### src/rtl/ak16_pkg.sv
// Shared definitions for the 16-bit pipelined CPU front end: data width,
// the NOP encoding presented when no instruction is available, the default
// reset fetch address and the {pc, instr} record carried by the prefetch queue.
package ak16_pkg;

    localparam int XLEN = 16;

    localparam logic [XLEN-1:0] NOP_INSTR        = 16'h0000;
    localparam logic [XLEN-1:0] DEFAULT_RESET_PC = 16'h0000;

    typedef struct packed {
        logic [XLEN-1:0] pc;
        logic [XLEN-1:0] instr;
    } fetch_entry_t;

endpackage

### src/rtl/if_prefetch_queue_if.sv
// Bundle of the prefetch queue's bus signals: the instruction memory
// request/grant/response channel, the redirect/halt controls from the
// pipeline and the valid/ready output channel towards IF/ID.
// The master modport is the prefetch queue itself; the slave modport is the
// surrounding environment (memory, branch unit and consumer).
interface if_prefetch_queue_if;
    import ak16_pkg::*;

    logic            imem_req;
    logic [XLEN-1:0] imem_addr;
    logic            imem_gnt;
    logic            imem_rvalid;
    logic [XLEN-1:0] imem_rdata;

    logic            redirect;
    logic [XLEN-1:0] redirect_pc;
    logic            halt;

    logic            out_valid;
    logic            out_ready;
    logic [XLEN-1:0] out_pc;
    logic [XLEN-1:0] out_instr;

    modport master (
        output imem_req, imem_addr, out_valid, out_pc, out_instr,
        input  imem_gnt, imem_rvalid, imem_rdata, redirect, redirect_pc, halt, out_ready
    );

    modport slave (
        input  imem_req, imem_addr, out_valid, out_pc, out_instr,
        output imem_gnt, imem_rvalid, imem_rdata, redirect, redirect_pc, halt, out_ready
    );

endinterface

### src/rtl/ifq_fifo.sv
// Small synchronous FIFO of fetch entries used as the prefetch queue storage.
// Push and pop may happen together, even when full (the pop frees the slot
// the push fills). Clear empties the queue in a single cycle and wins over
// any push/pop in the same cycle. The head output is the raw slot contents;
// the caller decides what to show when count is zero.
module ifq_fifo
    import ak16_pkg::*;
#(
    parameter int DEPTH = 4
) (
    input  logic                   clk,
    input  logic                   rst_n,
    input  logic                   push,
    input  logic                   pop,
    input  logic                   clear,
    input  fetch_entry_t           wdata,
    output logic [$clog2(DEPTH):0] count,
    output fetch_entry_t           head
);

    localparam int AW = $clog2(DEPTH);
    localparam int CW = AW + 1;
    localparam logic [CW-1:0] FULL_COUNT = CW'(DEPTH);

    fetch_entry_t  mem [DEPTH];
    logic [AW-1:0] rd_ptr;
    logic [AW-1:0] wr_ptr;
    logic          do_push;
    logic          do_pop;

    assign do_pop  = pop && (count != '0);
    assign do_push = push && ((count != FULL_COUNT) || do_pop);
    assign head    = mem[rd_ptr];

    // Pointer and occupancy bookkeeping; clear resets the queue to empty.
    always_ff @(posedge clk or negedge rst_n) begin
        if (!rst_n) begin
            rd_ptr <= '0;
            wr_ptr <= '0;
            count  <= '0;
        end else if (clear) begin
            rd_ptr <= '0;
            wr_ptr <= '0;
            count  <= '0;
        end else begin
            if (do_push) begin
                wr_ptr <= wr_ptr + AW'(1);
            end
            if (do_pop) begin
                rd_ptr <= rd_ptr + AW'(1);
            end
            if (do_push && !do_pop) begin
                count <= count + CW'(1);
            end else if (do_pop && !do_push) begin
                count <= count - CW'(1);
            end
        end
    end

    // Entry storage; slots are not reset because the count says which are live.
    always_ff @(posedge clk) begin
        if (do_push && !clear) begin
            mem[wr_ptr] <= wdata;
        end
    end

endmodule

### src/rtl/if_prefetch_queue.sv
// Instruction prefetch queue in front of the IF stage.
// Issues in-order word fetches while queue slots plus in-flight fetches leave
// room (credit rule), tags each returned word with its PC, and presents the
// head entry over valid/ready. A redirect flushes the queue, reloads both PCs
// and arms a drop counter so responses to fetches issued before the redirect
// are swallowed as they come back. Halt only stops new requests.
// Optional build macro: IFQ_PERF_EN adds the perf_empty_cycles and
// perf_flushes saturating counters as extra output ports.
module if_prefetch_queue
    import ak16_pkg::*;
#(
    parameter int              DEPTH           = 4,
    parameter int              MAX_OUTSTANDING = 2,
    parameter logic [XLEN-1:0] RESET_PC        = DEFAULT_RESET_PC
) (
    input  logic                   clk,
    input  logic                   rst_n,
    if_prefetch_queue_if.master    bus
`ifdef IFQ_PERF_EN
    ,
    output logic [XLEN-1:0]        perf_empty_cycles,
    output logic [XLEN-1:0]        perf_flushes
`endif
);

    localparam int CW = $clog2(DEPTH) + 1;
    localparam logic [CW:0]   DEPTH_W   = (CW + 1)'(DEPTH);
    localparam logic [CW-1:0] MAX_OUT_W = CW'(MAX_OUTSTANDING);

    logic [XLEN-1:0] fetch_pc;
    logic [XLEN-1:0] resp_pc;
    logic [CW-1:0]   count;
    logic [CW-1:0]   outstanding;
    logic [CW-1:0]   outstanding_next;
    logic [CW-1:0]   drop;
    logic [CW:0]     in_use;

    logic            req;
    logic            grant;
    logic            rsp;
    logic            accept;
    logic            out_valid;
    logic            pop;
    fetch_entry_t    wdata;
    fetch_entry_t    head;

    // Credits: a slot is reserved for every fetch in flight, so pushes never overflow.
    assign in_use = {1'b0, count} + {1'b0, outstanding};

    assign req = rst_n && !bus.halt && !bus.redirect
                 && (in_use < DEPTH_W) && (outstanding < MAX_OUT_W);

    assign grant  = req && bus.imem_gnt;
    assign rsp    = bus.imem_rvalid && (outstanding != '0);
    assign accept = rsp && (drop == '0) && !bus.redirect;

    assign outstanding_next = outstanding + CW'(grant) - CW'(rsp);

    assign out_valid = (count != '0) && !bus.redirect;
    assign pop       = out_valid && bus.out_ready;

    assign wdata.pc    = resp_pc;
    assign wdata.instr = bus.imem_rdata;

    assign bus.imem_req  = req;
    assign bus.imem_addr = fetch_pc;
    assign bus.out_valid = out_valid;
    assign bus.out_pc    = (count != '0) ? head.pc    : 16'h0000;
    assign bus.out_instr = (count != '0) ? head.instr : NOP_INSTR;

    ifq_fifo #(
        .DEPTH (DEPTH)
    ) u_fifo (
        .clk   (clk),
        .rst_n (rst_n),
        .push  (accept),
        .pop   (pop),
        .clear (bus.redirect),
        .wdata (wdata),
        .count (count),
        .head  (head)
    );

    // Fetch and response PCs advance on grant/accept and both reload on redirect.
    always_ff @(posedge clk or negedge rst_n) begin
        if (!rst_n) begin
            fetch_pc <= RESET_PC;
            resp_pc  <= RESET_PC;
        end else if (bus.redirect) begin
            fetch_pc <= bus.redirect_pc;
            resp_pc  <= bus.redirect_pc;
        end else begin
            if (grant) begin
                fetch_pc <= fetch_pc + 16'h0001;
            end
            if (accept) begin
                resp_pc <= resp_pc + 16'h0001;
            end
        end
    end

    // In-flight tracking; on redirect every fetch still out after this cycle becomes stale.
    always_ff @(posedge clk or negedge rst_n) begin
        if (!rst_n) begin
            outstanding <= '0;
            drop        <= '0;
        end else begin
            outstanding <= outstanding_next;
            if (bus.redirect) begin
                drop <= outstanding_next;
            end else if (rsp && (drop != '0)) begin
                drop <= drop - CW'(1);
            end
        end
    end

`ifdef IFQ_PERF_EN
    // Saturating counters for starved cycles and pipeline flushes.
    always_ff @(posedge clk or negedge rst_n) begin
        if (!rst_n) begin
            perf_empty_cycles <= '0;
            perf_flushes      <= '0;
        end else begin
            if (!out_valid && !bus.halt && (perf_empty_cycles != 16'hFFFF)) begin
                perf_empty_cycles <= perf_empty_cycles + 16'h0001;
            end
            if (bus.redirect && (perf_flushes != 16'hFFFF)) begin
                perf_flushes <= perf_flushes + 16'h0001;
            end
        end
    end
`endif

endmodule
### src/flat_wrapper.sv
// flat-port wrapper written by rule: the top's interface ports become plain ports
module if_prefetch_queue_flat import ak16_pkg::*;
#(
    parameter int              DEPTH           = 4,
    parameter int              MAX_OUTSTANDING = 2,
    parameter logic [XLEN-1:0] RESET_PC        = DEFAULT_RESET_PC
)
  (clk, rst_n, bus_imem_req, bus_imem_addr, bus_out_valid, bus_out_pc, bus_out_instr, bus_imem_gnt, bus_imem_rvalid, bus_imem_rdata, bus_redirect, bus_redirect_pc, bus_halt, bus_out_ready);
  if_prefetch_queue_if bus_i ();
  input  logic clk;
  input  logic rst_n;
  output wire logic [$bits(bus_i.imem_req)-1:0] bus_imem_req;
  output wire logic [$bits(bus_i.imem_addr)-1:0] bus_imem_addr;
  output wire logic [$bits(bus_i.out_valid)-1:0] bus_out_valid;
  output wire logic [$bits(bus_i.out_pc)-1:0] bus_out_pc;
  output wire logic [$bits(bus_i.out_instr)-1:0] bus_out_instr;
  input wire logic [$bits(bus_i.imem_gnt)-1:0] bus_imem_gnt;
  input wire logic [$bits(bus_i.imem_rvalid)-1:0] bus_imem_rvalid;
  input wire logic [$bits(bus_i.imem_rdata)-1:0] bus_imem_rdata;
  input wire logic [$bits(bus_i.redirect)-1:0] bus_redirect;
  input wire logic [$bits(bus_i.redirect_pc)-1:0] bus_redirect_pc;
  input wire logic [$bits(bus_i.halt)-1:0] bus_halt;
  input wire logic [$bits(bus_i.out_ready)-1:0] bus_out_ready;
  assign bus_imem_req = bus_i.imem_req;
  assign bus_imem_addr = bus_i.imem_addr;
  assign bus_out_valid = bus_i.out_valid;
  assign bus_out_pc = bus_i.out_pc;
  assign bus_out_instr = bus_i.out_instr;
  assign bus_i.imem_gnt = bus_imem_gnt;
  assign bus_i.imem_rvalid = bus_imem_rvalid;
  assign bus_i.imem_rdata = bus_imem_rdata;
  assign bus_i.redirect = bus_redirect;
  assign bus_i.redirect_pc = bus_redirect_pc;
  assign bus_i.halt = bus_halt;
  assign bus_i.out_ready = bus_out_ready;
  if_prefetch_queue #(.DEPTH(DEPTH), .MAX_OUTSTANDING(MAX_OUTSTANDING), .RESET_PC(RESET_PC)) u_core (.clk(clk), .rst_n(rst_n), .bus(bus_i));
endmodule
### config.mk
export PLATFORM = sky130hd
export DESIGN_NAME = if_prefetch_queue_flat
export DESIGN_NICKNAME = d
export VERILOG_FILES = /design/src/rtl/ak16_pkg.sv /design/src/rtl/if_prefetch_queue_if.sv /design/src/rtl/ifq_fifo.sv /design/src/rtl/if_prefetch_queue.sv /design/src/flat_wrapper.sv
export SDC_FILE = /design/constraint.sdc
export NUM_CORES = 1
export LEC_CHECK = 0
export ABC_AREA = 1
export ABC_CLOCK_PERIOD_IN_PS = 3390
export CORE_ASPECT_RATIO = 1.5
export CORE_UTILIZATION = 56
export DETAILED_ROUTE_END_ITERATION = 6
export HOLD_SLACK_MARGIN = 0.03
export PLACE_DENSITY_LB_ADDON = 0.1
export SLEW_MARGIN = 40
export SYNTH_ARGS = -nofsm -noshare
export SYNTH_HDL_FRONTEND = slang
export SYNTH_SLANG_ARGS = --single-unit
### constraint.sdc
create_clock -name clk -period 3.39 [get_ports clk]
set_input_delay 0.678 -clock clk [delete_from_list [all_inputs] [get_ports clk]]
set_output_delay 0.678 -clock clk [all_outputs]
set_load 0.005 [all_outputs]
* Word level (Yosys, flattened, before mapping)
Memories as Yosys holds them, arrays and structs flattened.
Cells that the tools add are included.
** Cells by class
- Add/subtract/negate cells :: 10
- $lt $le $gt $ge :: 2
- Eq/ne operators :: 1
- Multiplexer cells :: 17
- Reductions and logical operators :: 31
** Operators by type and width (count)
- $mux 16 :: 6
- $add 16x1->16 const B :: 2
- $logic_and 1x1->1 :: 16
- $mux 3 :: 5
- $reduce_bool 3->1 :: 4
- $reduce_bool 2->1 :: 5
- $mux 2 :: 4
- $sub 3x1->3 const B :: 2
- $add 2x1->2 const B :: 2
- $add 3x3->4 :: 1
- $logic_not 1->1 :: 4
- $lt 4x3->1 const B :: 1
- $add 3x1->3 :: 1
- $add 3x1->3 const B :: 1
- $logic_not 3->1 :: 1
- $lt 3x2->1 const B :: 1
- $ne 3x3->1 const B :: 1
- $sub 3x1->3 :: 1
- $mux 1 :: 2
- $logic_or 1x1->1 :: 1
** Storage, ports and cells
- Flip-flop bits (word level) :: 45
- Memory bits (writable) :: 128
- Input bits :: 39
- Output and inout bits :: 50
- Word-level logic and storage cells :: 69
- Memories kept :: 1
** Memory list
- u_core.u_fifo.mem :: depth 4, bits a word 32, read ports 1, clocked after Yosys merged registers in 0, wr ports 1, RTL line ifq_fifo.sv:25 : fetch_entry_t mem [DEPTH];

* Longest topological paths before layout
- Depth after elaboration :: 11
- Mapped depth :: 15
- Depth with buffers taken out :: 15

* Modules after synthesis
A second synthesis with hierarchy kept.
** Unflattened totals
- Cells, all modules :: 807
- Area, all modules :: 8179.1 µm²
** By module, submodules not included
- ifq_fifo :: times used 1, cells an instance 378, area each 5248.8 µm², sequential area each 4018.9 µm²
- if_prefetch_queue :: times used 1, cells an instance 429, area each 2930.3 µm², sequential area each 950.9 µm²

* Worst setup path before layout
OpenSTA, ideal clock, no wires.
- Kind :: input port to flip-flop
- Start point :: in bus_redirect
- End point :: mem u_core.u_fifo.mem[0][0] (netlist name) (enable)
- Library setup time :: 0.421 ns
- Arrival time :: 2.643 ns
- Data required time :: 2.969 ns
- Path slack :: 0.326 ns
- Cell stages on the path :: 6
- Buffers on the path :: 1
- Path through :: buf_6 -> inv_2 -> nand3_1 -> nand4_1 -> nand2_2 -> nor2_1
** Between the ends
- Longest elaborated chain between the ends :: 9
- Elaborated cells on any way between the ends :: 10
- Classes of those cells :: mux: 2; reduce/logical: 8
** Ends and longest elaborated chain
- from (decl) :: RTL line flat_wrapper.sv:20 : input wire logic [$bits(bus_i.redirect)-1:0] bus_redirect;
- $logic_not 1->1 (*) :: RTL line ifq_fifo.sv:62, if_prefetch_queue.sv:55, if_prefetch_queue.sv:59
- $logic_and 1x1->1 :: RTL line if_prefetch_queue.sv:59 : assign out_valid = (count != '0) && !bus.redirect;
- $logic_and 1x1->1 :: RTL line if_prefetch_queue.sv:60 : assign pop = out_valid && bus.out_ready;
- $logic_and 1x1->1 :: RTL line ifq_fifo.sv:31 : assign do_pop = pop && (count != '0);
- $logic_or 1x1->1 :: RTL line ifq_fifo.sv:32 : assign do_push = push && ((count != FULL_COUNT) || do_pop);
- $logic_and 1x1->1 :: RTL line ifq_fifo.sv:32
- $logic_and 1x1->1 (*) :: RTL line ifq_fifo.sv:62 : if (do_push && !clear) begin
- $mux 1 (*) :: RTL line ifq_fifo.sv:62
- $mux 1 (not written as such) (*) :: RTL line ifq_fifo.sv:63 : mem[wr_ptr] <= wdata;
- to (decl) :: RTL line ifq_fifo.sv:25
Every way passes the cells marked *; elsewhere a longest branch is shown, timed or not.

* Worst setup path in the final report
- Start point :: reg u_core.u_fifo.count[2]
- End point :: out bus_out_pc[13]
** Between the ends
- Longest elaborated chain between the ends :: 2
** Ends and longest elaborated chain
- from (decl) :: RTL line ifq_fifo.sv:17 : output logic [$clog2(DEPTH):0] count,
- from (signal assigned) :: RTL line ifq_fifo.sv:53 : count <= count + CW'(1);
- from (signal assigned) :: RTL line ifq_fifo.sv:55 : count <= count - CW'(1);
- $reduce_bool 3->1 :: RTL line if_prefetch_queue.sv:68 : assign bus.out_pc = (count != '0) ? head.pc : 16'h0000;
- $mux 16 :: RTL line if_prefetch_queue.sv:68
- to (decl) :: RTL line flat_wrapper.sv:15 : output wire logic [$bits(bus_i.out_pc)-1:0] bus_out_pc;
No other way between the ends.

==> impl_metrics.toml <==
[outcome]
status = "finished, final reports clean"

[worst_hold_path]
hold_class = "input pin to asynchronous set/reset pin"

[power_and_ir_drop]
switchingPower_uw = 2110
p_leak_uw = 0.00360
power_frac_seq_pct = 40.6
p_clk_share_pct = 28.1
ir_worst_vdd_mv = 0.425
p_per_area_mw_per_mm2 = 685
p_int_uw = 4450
combinationalPowerShare_pct = 31.3
p_sw_share_pct = 32.2

[die]
num_io_pins = 89
num_rows = 52
dieArea_sq_mm = 0.0145
core_sq_mm = 0.0136
start_util_pct = 57.7
fp.dieH_um = 147
die_w_um = 98.7

[layout]
antennaDiodeCount = 0
final_cell_area_sq_mm = 0.00958
final_cells = 1032
nNetsFinal = 911
nFillCells = 998
syn2layout_area_growth_pct = 22.0
layout-drive-gt1-share_pct = 7.93

[clock_tree]
cts_tree = "yes"
cts_setup_buffers = 0
cts_root_buf = "clkbuf_16"
ctsLongestPathBuffers = 2
worstSkewPairLatency_ns = 0.42
cts_resized = 0
ctsHoldBuffers = 0
numCtsBuffers = 17
clock-sinks = 173
htree_levels = 4
path_clk_slew_ns = 0.07

[logic_synthesis]
synth-compound-area-share_pct = 10.4
synth_enable_flop_cells = 128
ys_seq_area_share_pct = 63.3
yosys.area.top_type = "edfxtp_1"
syn_area_sq_mm = 0.00785
ys_types = 34
synth.top_cell.area_share_pct = 49.0
synth_top_family_by_area = "simple AND/OR/NAND/NOR gates"
ys_warn_count = 0
ys_seq_elements = 173
avgSynthCellArea_sq_um = 10.3
synth_ff_type = "edfxtp_1"
synth_most_common_cell = "nor2_1"
synthSimpleGateAreaFrac_pct = 17.6
yosys-top-cells-area = "edfxtp_1, dfrtp_1, nor2_1, o21ai_0, nand2_1"
syn_inst = 765
synth_fp_nets = 819
synth_commonest_cells = "nor2_1, edfxtp_1, nand2_1"
synthMuxAreaShare_pct = 0
postSynth.asyncResetShare_pct = 26.0
yosys.area_share.adder_pct = 2.58
synth-xor-area-share_pct = 1.56

[global_routing]
grt_max_degree = 65
grt_pass1_vias = 5953
grt_pass1_wl_mm = 29.2
antenna_found_initial = 0
grt_overflow_total = 0
grt_usage_pct = 26.4

[setup_path]
crit_arrival_ns = 2.35
end_kind = "output port"
critical_path_class = "flop to output port"
critPathLaunchType = "flop"
critPathMaxFanout = 23
required_ns = 2.71

[sta]
finalCriticalPeriod_ns = 3.03
clock.fmax_mhz = 330
skew_ns = 0.0115
slew_viol_final = 0
timing.final.hold_violations = 0
setup_tns_ns = 0
rsz0062_at_grt = "no"
tightest_slew_ns = 0.631
maxSlewHeadroom_pct = 57.5
hold_slack_ns = 0.432
fin_crit_sh_pct = 89.4
finalSetupViolations = 0
layout_setup_ws_ns = 0.359

[route]
ant_nets = 0
drc = 0
wire_per_inst_um = 17.9
dr.pass1.iters = 6
drt_first_iter_violations = 342
wirelength_mm = 18.5
num_vias = 5946
vias_per_cell = 5.76

[placed_design]
portBuffers = 88
dp.cells = 1000
hpwl_mm = 11.5
place_ws_ns = 0.360
place.gp.congestion = 0.918
place_area_sq_mm = 0.00901

[job]
cap_violations = 0
## metrics by stage
step                power (uW)  utilization (%)
floorplan                 3740                -
global placement          4660             66.3
detailed placement        4750             66.3
CTS                       6600             70.4
global route              6910             70.4
finish                    6560             70.4
## final cells by class
type,instances,area (sq um),share of cell area [%]
sequential,173,4970,51.9
tap,162,203,2.12
timing repair buffer,103,1080,11.2
inverter,57,214,2.23
clock inverter,15,136,1.42
multi-input combinational,505,2550,26.6
clock buffer,17,425,4.44
## power by group through the flow
stage	registers (uW)	clock network [uW]	logic [uW]
floorplan	2640	0	1100
global placement	2680	0	1970
detailed placement	2700	0	2060
CTS	2660	1870	2070
global route	2680	1950	2270
finish	2660	1850	2050
## critical path, stage by stage (launching register included)
cell	delay, ns
dfrtp_1	0.47
nand3b_1	0.17
inv_1	0.24
buf_12	0.25
a21oi_1	0.23
clkdlybuf4s50_1	0.55
## cells in the final DEF, fill, tap and decap left out, types with 2 or more instances in the layout
cell / synthesis / routed
nor3_1: 5 / 5
inv_6: 0 / 5
nor3_2: 2 / 2
dfrtp_1: 45 / 44
o31ai_1: 2 / 2
fa_1: 2 / 2
inv_2: 3 / 4
nand3_2: 2 / 2
buf_4: 1 / 8
xor2_1: 6 / 6
ha_1: 13 / 13
o211ai_1: 19 / 19
nand3_1: 33 / 33
a21oi_1: 37 / 37
nor2_4: 0 / 4
buf_12: 0 / 7
inv_1: 54 / 53
clkdlybuf4s50_1: 0 / 87
nor2_2: 4 / 4
nand3b_1: 2 / 2
a31oi_1: 2 / 2
nand2_1: 106 / 106
nand2_2: 2 / 2
clkinv_1: 0 / 2
xnor2_1: 8 / 8
edfxtp_1: 128 / 128
nor2_1: 158 / 154
clkinvlp_4: 0 / 5
clkinv_4: 0 / 2
nand4_1: 9 / 9
o21ai_0: 87 / 87
clkbuf_16: 0 / 17
## worst paths after layout
| path | startpoint | to | slack [ns] | cells past startpoint |
|---|---|---|---|---|
| min reg2reg | u_core.drop[2] | u_core.drop[2] | 0.59 | 2 |
| min in group clk | u_core.drop[2] | u_core.drop[2] | 0.59 | 2 |
| min | rst_n | u_core.bus.imem_addr[1] | 0.43 | 2 |
| max | u_core.u_fifo.count[2] | bus_out_pc[13] | 0.36 | 5 |
| max in group asynchronous | rst_n | u_core.u_fifo.rd_ptr[0] | 2.49 | 2 |
| max reg2reg | u_core.u_fifo.count[2] | u_core.drop[1] | 0.94 | 8 |
## cell families (layout without fill, tap and decap cells)
logic type,after synthesis,after routing
XOR/XNOR,14,14
AO/OA/AOI/OAI,150,150
AND/OR/NAND/NOR,326,326
buffers and inverters,87,192
flip-flops,173,173
adder cells (fa/ha/maj),15,15
## layer usage
metal	routed length, um	global-route usage [%]	part of all wire (%)
met2	10300	48.3	56
met5	0	0	0
met4	469	11.6	2.5
met1	6780	29.6	37
met3	952	5.14	5.2
## registers in the layout (all words and copies together), names as in the netlist
name	count
u_core.u_fifo.rd_ptr	2
u_core.u_fifo.mem	128
u_core.u_fifo.count	3
u_core.drop	3
u_core.u_fifo.wr_ptr	2
u_core.bus.imem_addr	16
u_core.outstanding	3
u_core.resp_pc	16
No activity file was read; power rests on OpenSTA's default activity.
